$ cat src/rtl/amiq_fifo_sync_pkg.sv
// Shared types and default sizing for the amiq_fifo_sync FIFO slice.
package amiq_fifo_sync_pkg;

    localparam int P_DEF          = 4;
    localparam int DATA_WIDTH_DEF = 8;

    // Occupancy count: one bit wider than the pointers so DEPTH is representable.
    typedef logic [P_DEF:0] count_t;

    // Status flags derived from the occupancy count.
    typedef struct packed {
        logic full;
        logic empty;
        logic alm_full;
        logic alm_empty;
    } status_t;

endpackage

$ cat src/rtl/amiq_fifo_sync_if.sv
// Write/read data path bundle between producer, FIFO and consumer.
interface amiq_fifo_sync_if
    import amiq_fifo_sync_pkg::*;
#(
    parameter int DATA_WIDTH = DATA_WIDTH_DEF
);
    logic                  wr_en;
    logic [DATA_WIDTH-1:0] wr_data;
    logic                  rd_en;
    logic [DATA_WIDTH-1:0] rd_data;
    logic                  rd_valid;

    // Producer/consumer side.
    modport master (
        output wr_en, wr_data, rd_en,
        input  rd_data, rd_valid
    );

    // FIFO side.
    modport slave (
        input  wr_en, wr_data, rd_en,
        output rd_data, rd_valid
    );
endinterface

$ cat src/rtl/amiq_fifo_sync_mem.sv
// Simple dual-port register array: synchronous write, registered read.
// The array itself is not reset; only the read register is.
module amiq_fifo_sync_mem #(
    parameter int AW = 4,
    parameter int DW = 8
) (
    input  logic          clk,
    input  logic          rst_n,
    input  logic          wr_en,
    input  logic [AW-1:0] wr_addr,
    input  logic [DW-1:0] wr_data,
    input  logic          rd_en,
    input  logic [AW-1:0] rd_addr,
    output logic [DW-1:0] rd_data
);
    localparam int DEPTH = 2 ** AW;

    logic [DW-1:0] mem_r [DEPTH];
    logic [DW-1:0] rd_data_r;

    // Store the incoming word at the write address.
    always_ff @(posedge clk) begin
        if (wr_en) begin
            mem_r[wr_addr] <= wr_data;
        end
    end

    // Capture the addressed word on a read; hold it otherwise.
    always_ff @(posedge clk or negedge rst_n) begin
        if (!rst_n) begin
            rd_data_r <= {DW{1'b0}};
        end else if (rd_en) begin
            rd_data_r <= mem_r[rd_addr];
        end else begin
            rd_data_r <= rd_data_r;
        end
    end

    assign rd_data = rd_data_r;

endmodule

$ cat src/rtl/amiq_fifo_sync.sv
// Single-clock synchronous FIFO with full/empty/almost flags, fill level and
// overflow/underflow pulses. Optional synchronous flush input is enabled by
// defining AMIQ_FIFO_SOFT_FLUSH_EN.
module amiq_fifo_sync
    import amiq_fifo_sync_pkg::*;
#(
    parameter int P          = P_DEF,
    parameter int DATA_WIDTH = DATA_WIDTH_DEF
) (
    input  logic                 clk,
    input  logic                 rst_n,
`ifdef AMIQ_FIFO_SOFT_FLUSH_EN
    input  logic                 flush,
`endif
    amiq_fifo_sync_if.slave      bus,
    input  logic [P-1:0]         alm_full_thresh,
    input  logic [P-1:0]         alm_empty_thresh,
    output logic                 full,
    output logic                 empty,
    output logic                 alm_full,
    output logic                 alm_empty,
    output logic [P:0]           fill_level,
    output logic                 overflow,
    output logic                 underflow
);
    localparam int           DEPTH    = 2 ** P;
    localparam logic [P:0]   DEPTH_C  = DEPTH[P:0];
    localparam logic [P:0]   CNT_ONE  = {{P{1'b0}}, 1'b1};
    localparam logic [P-1:0] PTR_ONE  = {{(P-1){1'b0}}, 1'b1};

    logic [P-1:0]          wr_ptr_r;
    logic [P-1:0]          rd_ptr_r;
    logic [P:0]            count_r;
    logic                  rd_valid_r;
    logic                  overflow_r;
    logic                  underflow_r;
    logic                  flush_s;
    logic                  wr_acc_s;
    logic                  rd_acc_s;
    status_t               status_s;
    logic [DATA_WIDTH-1:0] rd_data_s;

    // Select the flush source; without the option only rst_n clears state.
    always_comb begin
`ifdef AMIQ_FIFO_SOFT_FLUSH_EN
        flush_s = flush;
`else
        flush_s = 1'b0;
`endif
    end

    // Flags from the count register and the live thresholds (P+1 bit unsigned).
    always_comb begin
        status_s.full      = (count_r == DEPTH_C);
        status_s.empty     = (count_r == {(P+1){1'b0}});
        status_s.alm_full  = ((DEPTH_C - count_r) <= {1'b0, alm_full_thresh});
        status_s.alm_empty = (count_r <= {1'b0, alm_empty_thresh});
    end

    // Accept decisions; flush suppresses both ports for its cycle.
    always_comb begin
        wr_acc_s = bus.wr_en & ~status_s.full  & ~flush_s;
        rd_acc_s = bus.rd_en & ~status_s.empty & ~flush_s;
    end

    // Pointers, occupancy, read-valid and error pulses.
    always_ff @(posedge clk or negedge rst_n) begin
        if (!rst_n) begin
            wr_ptr_r    <= {P{1'b0}};
            rd_ptr_r    <= {P{1'b0}};
            count_r     <= {(P+1){1'b0}};
            rd_valid_r  <= 1'b0;
            overflow_r  <= 1'b0;
            underflow_r <= 1'b0;
        end else if (flush_s) begin
            wr_ptr_r    <= {P{1'b0}};
            rd_ptr_r    <= {P{1'b0}};
            count_r     <= {(P+1){1'b0}};
            rd_valid_r  <= 1'b0;
            overflow_r  <= 1'b0;
            underflow_r <= 1'b0;
        end else begin
            if (wr_acc_s) begin
                wr_ptr_r <= wr_ptr_r + PTR_ONE;
            end else begin
                wr_ptr_r <= wr_ptr_r;
            end
            if (rd_acc_s) begin
                rd_ptr_r <= rd_ptr_r + PTR_ONE;
            end else begin
                rd_ptr_r <= rd_ptr_r;
            end
            case ({wr_acc_s, rd_acc_s})
                2'b10:   count_r <= count_r + CNT_ONE;
                2'b01:   count_r <= count_r - CNT_ONE;
                default: count_r <= count_r;
            endcase
            rd_valid_r  <= rd_acc_s;
            overflow_r  <= bus.wr_en & status_s.full;
            underflow_r <= bus.rd_en & status_s.empty;
        end
    end

    amiq_fifo_sync_mem #(
        .AW (P),
        .DW (DATA_WIDTH)
    ) u_mem (
        .clk     (clk),
        .rst_n   (rst_n),
        .wr_en   (wr_acc_s),
        .wr_addr (wr_ptr_r),
        .wr_data (bus.wr_data),
        .rd_en   (rd_acc_s),
        .rd_addr (rd_ptr_r),
        .rd_data (rd_data_s)
    );

    assign bus.rd_data  = rd_data_s;
    assign bus.rd_valid = rd_valid_r;
    assign full         = status_s.full;
    assign empty        = status_s.empty;
    assign alm_full     = status_s.alm_full;
    assign alm_empty    = status_s.alm_empty;
    assign fill_level   = count_r;
    assign overflow     = overflow_r;
    assign underflow    = underflow_r;

endmodule

$ cat src/flat_wrapper.sv
// flat-port wrapper written by rule: the top's interface ports become plain ports
module amiq_fifo_sync_flat import amiq_fifo_sync_pkg::*;
#(
    parameter int P          = P_DEF,
    parameter int DATA_WIDTH = DATA_WIDTH_DEF
)
  (clk, rst_n, alm_full_thresh, alm_empty_thresh, full, empty, alm_full, alm_empty, fill_level, overflow, underflow, bus_wr_en, bus_wr_data, bus_rd_en, bus_rd_data, bus_rd_valid);
  amiq_fifo_sync_if #(.DATA_WIDTH(DATA_WIDTH)) bus_i ();
  input  logic clk;
  input  logic rst_n;
  input  logic [P-1:0] alm_full_thresh;
  input  logic [P-1:0] alm_empty_thresh;
  output logic full;
  output logic empty;
  output logic alm_full;
  output logic alm_empty;
  output logic [P:0] fill_level;
  output logic overflow;
  output logic underflow;
  input wire logic [$bits(bus_i.wr_en)-1:0] bus_wr_en;
  input wire logic [$bits(bus_i.wr_data)-1:0] bus_wr_data;
  input wire logic [$bits(bus_i.rd_en)-1:0] bus_rd_en;
  output wire logic [$bits(bus_i.rd_data)-1:0] bus_rd_data;
  output wire logic [$bits(bus_i.rd_valid)-1:0] bus_rd_valid;
  assign bus_i.wr_en = bus_wr_en;
  assign bus_i.wr_data = bus_wr_data;
  assign bus_i.rd_en = bus_rd_en;
  assign bus_rd_data = bus_i.rd_data;
  assign bus_rd_valid = bus_i.rd_valid;
  amiq_fifo_sync #(.P(P), .DATA_WIDTH(DATA_WIDTH)) u_core (.clk(clk), .rst_n(rst_n), .bus(bus_i), .alm_full_thresh(alm_full_thresh), .alm_empty_thresh(alm_empty_thresh), .full(full), .empty(empty), .alm_full(alm_full), .alm_empty(alm_empty), .fill_level(fill_level), .overflow(overflow), .underflow(underflow));
endmodule
$ cat config.mk
export PLATFORM = sky130hd
export DESIGN_NAME = amiq_fifo_sync_flat
export DESIGN_NICKNAME = d
export VERILOG_FILES = /design/src/rtl/amiq_fifo_sync_pkg.sv /design/src/rtl/amiq_fifo_sync_if.sv /design/src/rtl/amiq_fifo_sync_mem.sv /design/src/rtl/amiq_fifo_sync.sv /design/src/flat_wrapper.sv
export SDC_FILE = /design/constraint.sdc
export NUM_CORES = 1
export LEC_CHECK = 0
export ABC_CLOCK_PERIOD_IN_PS = 3100
export BUFFER_PORTS_ARGS = -buffer_cell sky130_fd_sc_hd__buf_4
export CAP_MARGIN = 20
export CORE_AREA = 2 2 111 156
export CTS_CLUSTER_SIZE = 10
export DETAILED_ROUTE_END_ITERATION = 10
export DIE_AREA = 0 0 113 158
export GPL_TIMING_DRIVEN = 0
export PLACE_DENSITY = 0.59
export SETUP_SLACK_MARGIN = 0.2
export SYNTH_ARGS = -nofsm -noshare
export SYNTH_HDL_FRONTEND = slang
export SYNTH_SLANG_ARGS = --single-unit
export TNS_END_PERCENT = 5
$ cat constraint.sdc
create_clock -name clk -period 3.1 [get_ports clk]
set_clock_uncertainty 0.1 [all_clocks]
set_input_delay 0.31 -clock clk [delete_from_list [all_inputs] [get_ports clk]]
set_output_delay 0.31 -clock clk [all_outputs]
set_load 0.05 [all_outputs]
==> results of run 1 <==
## kinds of logic (layout without fill, tap and decap cells)
group           count (synthesis)  after routing
compound gates                 50             50
xor+xnor                       14             14
fa+ha+maj                      20             20
buf+inv                        37            121
flops                         152            152
mux                            65             65
simple gates                   98             98
## cell usage after synthesis (all sizes together)
| cell | n |
|---|---|
| clkbuf | 3 |
| nand2b | 3 |
| and2 | 19 |
| and3 | 1 |
| nor3 | 2 |
| o31ai | 3 |
| dfrtp | 24 |
| a22oi | 17 |
| inv | 15 |
| edfxtp | 128 |
| mux2i | 64 |
| nand4 | 10 |
| o21ai | 6 |
| a31oi | 1 |
| nand3 | 17 |
| nor2 | 3 |
| and4 | 1 |
| xnor2 | 10 |
| mux2 | 1 |
| xor2 | 4 |
| buf | 19 |
| a21oi | 21 |
| nor3b | 2 |
| nand2 | 35 |
| nor2b | 5 |
| ha | 20 |
| o21a | 2 |
## final cells by class
cell class | instances | area (um2) | share of cell area
Buffer | 22 | 197.7 | 0.02501
Clock buffer | 23 | 521.8 | 0.06600
Clock inverter | 9 | 110.1 | 0.01393
Inverter | 15 | 66.31 | 0.008389
Multi-Input combinational cell | 247 | 1913 | 0.2420
Sequential cell | 152 | 4447 | 0.5625
Tap cell | 203 | 254.0 | 0.03213
Timing Repair Buffer | 52 | 395.4 | 0.05002
## sequential cells by signal, summed over array words and instances (netlist names)
name / cells
u_core.wr_ptr_r: 4
u_core.underflow: 1
u_core.fill_level: 5
u_core.u_mem.mem_r: 128
u_core.rd_ptr_r: 4
u_core.u_mem.rd_data: 8
u_core.overflow: 1
u_core.bus.rd_valid: 1
## per-layer routing
metal	vias to the layer above	part of all wire	wire length, um
met5	-	0	0
met4	0	0.025	355
met3	26	0.041	587
met2	106	0.56	8015
met1	1871	0.38	5414
li1	1759	-	-
## per-stage QoR
step / cell area, um2 / util / setup WS, ns / hold WS (ns) / std cells
after global routing: 7905 / 0.4781 / 0.03517 / 0.02042 / 723
after detailed placement: 7152 / 0.4325 / 0.05751 / 0.1578 / 678
after global placement: 7152 / 0.4325 / 0.06277 / 0.1507 / 678
after CTS: 7850 / 0.4747 / 0.2166 / 0.02428 / 716
final: 7905 / 0.4781 / 0.2420 / 0.03465 / 723
after floorplan: 6605 / - / 0.06220 / -0.08559 / 436
## how the worst min path moves through the flow
stage | startpoint | slack, ns | cells past startpoint | endpoint
after floorplan | rst_n | -0.09 | 0 | u_core.bus.rd_valid$_DFF_PN0_
after global placement | rst_n | 0.15 | 1 | u_core.fill_level[4]$_DFFE_PN0P_
after detailed placement | rst_n | 0.16 | 1 | u_core.fill_level[4]$_DFFE_PN0P_
after CTS | bus_rd_en | 0.02 | 2 | u_core.underflow$_DFF_PN0_
after global routing | bus_rd_en | 0.02 | 2 | u_core.underflow$_DFF_PN0_
final | bus_rd_en | 0.03 | 2 | u_core.underflow$_DFF_PN0_
## layout by cell type (no fill, tap or decap), types with 15 or more instances in the layout
cell type	instances
edfxtp_1	128
mux2i_1	64
buf_4	57
nand2_1	35
dfrtp_1	22
a21oi_1	20
clkbuf_16	20
and2_1	19
a22oi_1	17
nand3_1	17
ha_1	15
## power groups by stage
stage	Sequential (mW)	Clock (mW)	Combinational (mW)
floorplan	3.04	0	1.75
global placement	2.76	0	2.80
detailed placement	2.78	0	2.85
CTS	2.73	2.14	2.90
global route	2.76	2.25	3.16
finish	2.73	2.13	2.92
## repair_timing
item | CTS | global route
hold buffers | 2 | 0
endpoints found under the setup margin | 34 | 3
gates cloned | 0 | 0
pin swaps | 5 | 8
buffers inserted | 4 | 7
resized for setup | 5 | 1
hold endpoints to repair | 25 | 0
==> summary.md, run 1 <==
| Metric | Value |
|---|---|
| FILL cells | `1441` |
| MaxCap Viol Count | `0` |
| Final min period | `approximately 2.9 ns` |
| Total power | `7.774 mW` |
| Fmax achieved | `349.9 MHz` |
| Reg2reg end | `u_core.fill_level[4]$_DFFE_PN0P_` |
| Critical path buffer and inverter count | `6` |
| CP cell instances | `buf_6 -> inv_4 -> ha_4 -> nor3b_4 -> ha_4 -> nand2b_4 -> inv_4 -> buf_12 -> ha_4 -> buf_6 -> xor2_1 -> ha_2 -> inv_2 -> a21oi_2 -> o31ai_1 -> a31oi_1 -> xnor2_1` |
| Worst VDD drop | `0.0005193 V` |
| Post-synthesis adder-cell area fraction | `0.03848` |
| Initial antenna violation count | `0` |
| Core Region | `approximately 17000 um2` |
| Synth Area in Compound Gates | `0.04713` |
| Slew at the pin closest to its max-slew limit | `0.6216 ns` |
| Final setup vio count | `0` |
| Pint | `5.030 mW` |
| Psw | `2.744 mW` |
| Failing checks | `DRC` |
| Clock Path Buffers | `2` |
| CTS root buf | `clkbuf_16` |
| RSZ-0062 raised after global routing | `yes` |
| Part of the power in registers | `0.351` |
| Die width | `113 um` |
| Netlist cell types | `34` |
| GR Layer Usage met3 | `0.03752` |
| Register area share after synthesis | `0.6833` |
| Largest family of logic cells by synthesized area | `multiplexers` |
| Synth Area in XOR/XNOR | `0.01885` |
| Maximum fanout along the worst path | `2` |
| Layout Area Growth over Synthesis | `21.55%` |
| Floorplan row count | `56` |
| Critical path startpoint | `u_core.fill_level[1]$_DFFE_PN0P_` |
| Critical Path Sink | `u_core.fill_level[4]$_DFFE_PN0P_` |
| Relative slew margins | `0.5840` |
| TritonCTS clock tree | `yes` |
| Top-area cell type share of the netlist area | `0.5910` |
| Drt total wl | `around 14000 um` |
| Via count | `about 3.8k` |
| Total gr overflow | `0` |
| CP Capture Type | `flip-flop` |
| Routability Congestion | `around 0.85` |
| H-Tree Depth | `4` |
| Mapped Nets | `~480` |
| Comb pwr share | `0.375` |
| Clock power frac | `0.274` |
| Critical path's top delay family | `adder cells` |
| Area leader, netlist | `edfxtp_1` |
| Worst R2R Path Depth | `17` |
| CP Data Arrival Time | `3.06 ns` |
| Status | `complete, but fails checks` |
| Final TNS setup | `0 ns` |
| Initial DRC count | `212` |
| Largest stage delay, worst path | `0.41 ns` |
| Synth Instances | `436` |
| CTS clk-pin slew, worst paths | `0.06 ns` |
| Final Net Count | `547` |
| Total global-route track usage | `0.1704` |
| Synth area leaders | `edfxtp_1, mux2i_1, dfrtp_1` |
| I/O pins | `40` |
| Final hold violations | `0` |
| DRC | `2` |
| Post-Syn Area per Cell | `14.92 um2` |
| Vias in the first global route | `3893` |
| Total stage count of the critical path | `17` |
| GRT Max-Usage Layer | `met2` |
| Share of cells above drive strength 1 | `0.2269` |
| Fin. max-slew vios | `0` |
| Largest net degree at the start of global routing | `25` |
| Required @ worst endpoint | `3.30 ns` |
| Initial core utilization | `0.3933` |
| Inserted Diodes | `0` |
| Post-DP HPWL | `between 9000 and 10000 um` |
| Die height | `between 150 and 200 um` |
| Hold Crit Class | `input port to flip-flop` |
| R2r startpoint | `u_core.fill_level[1]$_DFFE_PN0P_` |
| Final worst-path cycle share | `0.9219` |
| Net Sw Frac | `0.3530` |
| Met1 Use GR | `0.1905` |
| Post-synthesis mux area share | `0.1002` |
| Most frequent CP cell | `ha_4` |
| First-pass GRT wire length | `~22000 um` |
| Slowest stage cell on the critical path | `dfrtp_2` |
| CP Class | `flip-flop to flip-flop` |
| Cell area power density | `983.4 nW/um2` |
| Simple logic cell fraction of the synthesized area | `0.07753` |
| Vias per cell | `approximately 5.2` |
| Post-synthesis cell area | `around 6500 um2` |
| DIE AREA | `roughly 18000 um2` |
| Total CTS buffers | `17` |
| P_leak | `3.006 nW` |
| Detail Route Antenna Nets | `0` |
| Port Buf Inserts | `39` |
| R2R Setup Slk | `around 0.24 ns` |
| CP Launch Type | `flip-flop` |
| Drt pass-1 iters | `7` |
| Yosys warns | `0` |
| Synthesized flop and latch total | `152` |
| Met2 Use GR | `0.3168` |
| Clk Latency, worst-skew pair | `0.41 ns` |
| Drt wl/cell | `19.88 um` |
| TritonCTS Sinks | `152` |
(Power assumes the default switching activity.)
==> inputs of run 2 (changes only) <==
CORE_AREA = 2 2 156 112   (was 2 2 111 156)
DIE_AREA = 0 0 158 114   (was 0 0 113 158)
==> run 2 against run 1 <==
  * First-iteration DRC count grew 48%
  * Sequential cell count is the same
  * Final cell count grew 3.7%
  * Routed wire length grew 1.6%
  * The flow now finishes without violations
  * Critical path depth shrank 3
  * Die area grew 0.88%
  * Utilization shrank 0.68 points
  * Via count grew 2.0%
==> summary.md, run 2 (synthesized netlist as in run 1, its figures left out) <==
| Metric | Value |
|---|---|
| Status | `completed` |
| Fin. max-slew vios | `0 (unchanged)` |
| Final Net Count | `546 (-0.18%)` |
| Share of cells above drive strength 1 | `0.2312 (+0.004291)` |
| Port Buf Inserts | `39 (unchanged)` |
| Final TNS setup | `0 ns (unchanged)` |
| Final instance area | `7878 um2 (-0.35%)` |
| Clk Latency, worst-skew pair | `0.41 ns (about the same)` |
| Floorplan row count | `40 (-29%)` |
| First-pass GRT wire length | `22050 um (+0.88%)` |
| Core Region | `16720 um2 (+1.1%)` |
| FILL cells | `1449 (+0.56%)` |
| Net Sw Frac | `0.3710 (+0.01800)` |
| Total gr overflow | `0 (unchanged)` |
| Die width | `158 um (+40%)` |
| Cell Count, Final, Fillers Out | `750 (+3.7%)` |
| Met3 WL post-DR | `859 um (+46%)` |
| H-Tree Depth | `4 (unchanged)` |
| Slowest stage cell on the critical path | `dfrtp_2` |
| I/O pins | `40 (unchanged)` |
| Total global-route track usage | `0.1722 (+0.001725)` |
| DRC | `0 (-2)` |
| Required @ worst endpoint | `3.30 ns (about the same)` |
| Layout Area Growth over Synthesis | `21.12%` |
| Drt pass-1 iters | `6 (-1)` |
| Cell area power density | `970.1 nW/um2 (-1.4%)` |
| CP Launch Type | `flip-flop` |
| Detail Route Antenna Nets | `0 (unchanged)` |
| Most common cell after layout, fill and taps aside | `edfxtp_1` |
| Dpl cells | `706 (+4.1%)` |
| Wl on met1 | `6941 um (+28%)` |
| CP Capture Type | `flip-flop` |
| Largest net degree at the start of global routing | `25 (unchanged)` |
| Psw | `2.835 mW (+3.3%)` |
| Top reg by flops | `u_core.u_mem.mem_r` |
| Clock Path Buffers | `2 (unchanged)` |
| Largest stage delay, worst path | `0.40 ns (about the same)` |
| Routability Congestion | `0.7814 (-8.5%)` |
| P_leak | `2.964 nW (-1.4%)` |
| Most frequent cells in the layout | `edfxtp_1, mux2i_1, buf_4` |
| DIE AREA | `18010 um2 (+0.88%)` |
| CTS clk-pin slew, worst paths | `0.06 ns (about the same)` |
| Comb pwr share | `0.387 (+0.012)` |
| Top sig layer | `met4` |
| Total CTS buffers | `17 (unchanged)` |
| Die height | `114 um (-28%)` |
| Part of the power in registers | `0.355 (+0.004)` |
| Initial core utilization | `0.3891 (-0.004239)` |
| CP Class | `flip-flop to flip-flop` |
| Post-DP HPWL | `9734 um (+0.14%)` |
| TritonCTS Sinks | `152 (unchanged)` |
| Initial DRC count | `313 (+48%)` |
| RSZ-0062 raised after global routing | `yes` |
| DP Worst Slack | `0.03978 ns (-0.01773 ns)` |
| Initial antenna violation count | `0 (unchanged)` |
| TritonCTS clock tree | `yes` |
| Dpl cell area | `7187 um2 (+0.49%)` |
| Drt wl/cell | `19.47 um (-2.1%)` |
| Vias per cell | `5.119 (-1.6%)` |
| Pint | `4.807 mW (-4.4%)` |
| Maximum fanout along the worst path | `11 (+9)` |
| Vias in the first global route | `3737 (-4.0%)` |
| Slew at the pin closest to its max-slew limit | `0.6461 ns (+0.02447 ns)` |
| Final worst-path cycle share | `0.9166 (-0.005307)` |
| Final worst slack | `0.2584 ns (+0.01645 ns)` |
| Via count | `3839 (+2.0%)` |
| Met2 routed WL | `6654 um (-17%)` |
| Critical path buffer and inverter count | `5 (-1)` |
| Hold Crit Class | `input port to flip-flop` |
| Clock power frac | `0.258 (-0.016)` |
| Fmax achieved | `351.9 MHz (+0.58%)` |
| Final min period | `2.842 ns (-0.01645 ns)` |
| Number of flip-flops in the largest register | `128 (unchanged)` |
| MaxCap Viol Count | `0 (unchanged)` |
| CP Data Arrival Time | `3.04 ns (-0.02 ns)` |
| Relative slew margins | `0.5677 (-0.01637)` |
| Worst Hold Margin | `0.03992 ns (+0.005267 ns)` |
| Worst VDD drop | `0.0004708 V (-9.3%)` |
| CTS root buf | `clkbuf_16` |
| Drt total wl | `14600 um (+1.6%)` |
| CP cell instances | `buf_6 -> inv_4 -> ha_4 -> nor3b_4 -> ha_4 -> nand2b_4 -> inv_4 -> buf_12 -> buf_4 -> ha_1 -> a21oi_1 -> o31ai_2 -> a31oi_1 -> xnor2_1` |
| Final hold violations | `0 (unchanged)` |
| Critical path's top delay family | `adder cells` |
| Final setup vio count | `0 (unchanged)` |
| Inserted Diodes | `0 (unchanged)` |
## run 2: cell types whose count changed in the layout (fill, tap and decap cells not counted), sizes merged
cell	before	now
clkbuf	26	20
bufinv	2	1
clkinv	4	3
inv	15	21
buf	69	68
clkinvlp	3	5
## run 2: worst register-to-register path, cell delays in order (launching register included)
cell and delay [ns]:
dfrtp_2 0.40, buf_6 0.12, inv_4 0.05, ha_4 0.12, nor3b_4 0.28, ha_4 0.19
nand2b_4 0.14, inv_4 0.04, buf_12 0.12, buf_4 0.18, ha_1 0.39, a21oi_1 0.18
o31ai_2 0.09, a31oi_1 0.22, xnor2_1 0.10
## run 2: power groups by stage
stage	Clock [mW]	Combinational [mW]	Sequential, mW
final	1.97	2.96	2.71
after global routing	2.09	3.20	2.74
after CTS	1.99	2.94	2.72
after detailed placement	0	2.85	2.77
after global placement	0	2.78	2.76
after floorplan	0	1.75	3.04
## run 2: final timing paths
check,to,slack [ns],cells after the start,start
max,u_core.fill_level[4]$_DFFE_PN0P_,0.26,14,u_core.fill_level[1]$_DFFE_PN0P_
min,u_core.underflow$_DFF_PN0_,0.04,2,bus_rd_en
max reg2reg,u_core.fill_level[4]$_DFFE_PN0P_,0.26,14,u_core.fill_level[1]$_DFFE_PN0P_
min reg2reg,u_core.u_mem.rd_data[1]$_DFFE_PN0P_,0.39,2,u_core.u_mem.rd_data[1]$_DFFE_PN0P_
max in group asynchronous,u_core.fill_level[1]$_DFFE_PN0P_,2.34,2,rst_n
min in group asynchronous,u_core.u_mem.rd_data[4]$_DFFE_PN0P_,0.26,2,rst_n
## run 2: final cells by class
type,instances,area [um2],area share
Buffer,22,197.7,0.02510
Clock buffer,17,425.4,0.05400
Clock inverter,15,143.9,0.01827
Inverter,15,63.81,0.008100
Multi-Input combinational cell,247,1923,0.2441
Sequential cell,152,4447,0.5645
Tap cell,231,289.0,0.03669
Timing Repair Buffer,51,387.9,0.04924
## run 2: layer usage
layer / vias to the layer above / global-route usage
met5: - / 0
met4: 0 / 0.05285
met3: 10 / 0.04141
met2: 104 / 0.2557
met1: 1961 / 0.2514
li1: 1764 / -
## run 2: through the flow
step,power (mW),utilization
after floorplan,4.785,-
after global placement,5.544,0.4299
after detailed placement,5.620,0.4299
after CTS,7.646,0.4701
after global routing,8.034,0.4713
final,7.642,0.4713
## run 2: repair_timing
action | CTS | global route
gates resized for setup | 4 | 2
pin swaps | 7 | 6
endpoints found under the setup margin | 2 | 3
buffers inserted | 9 | 1
hold endpoints to repair | 25 | 0
hold buffers | 2 | 0
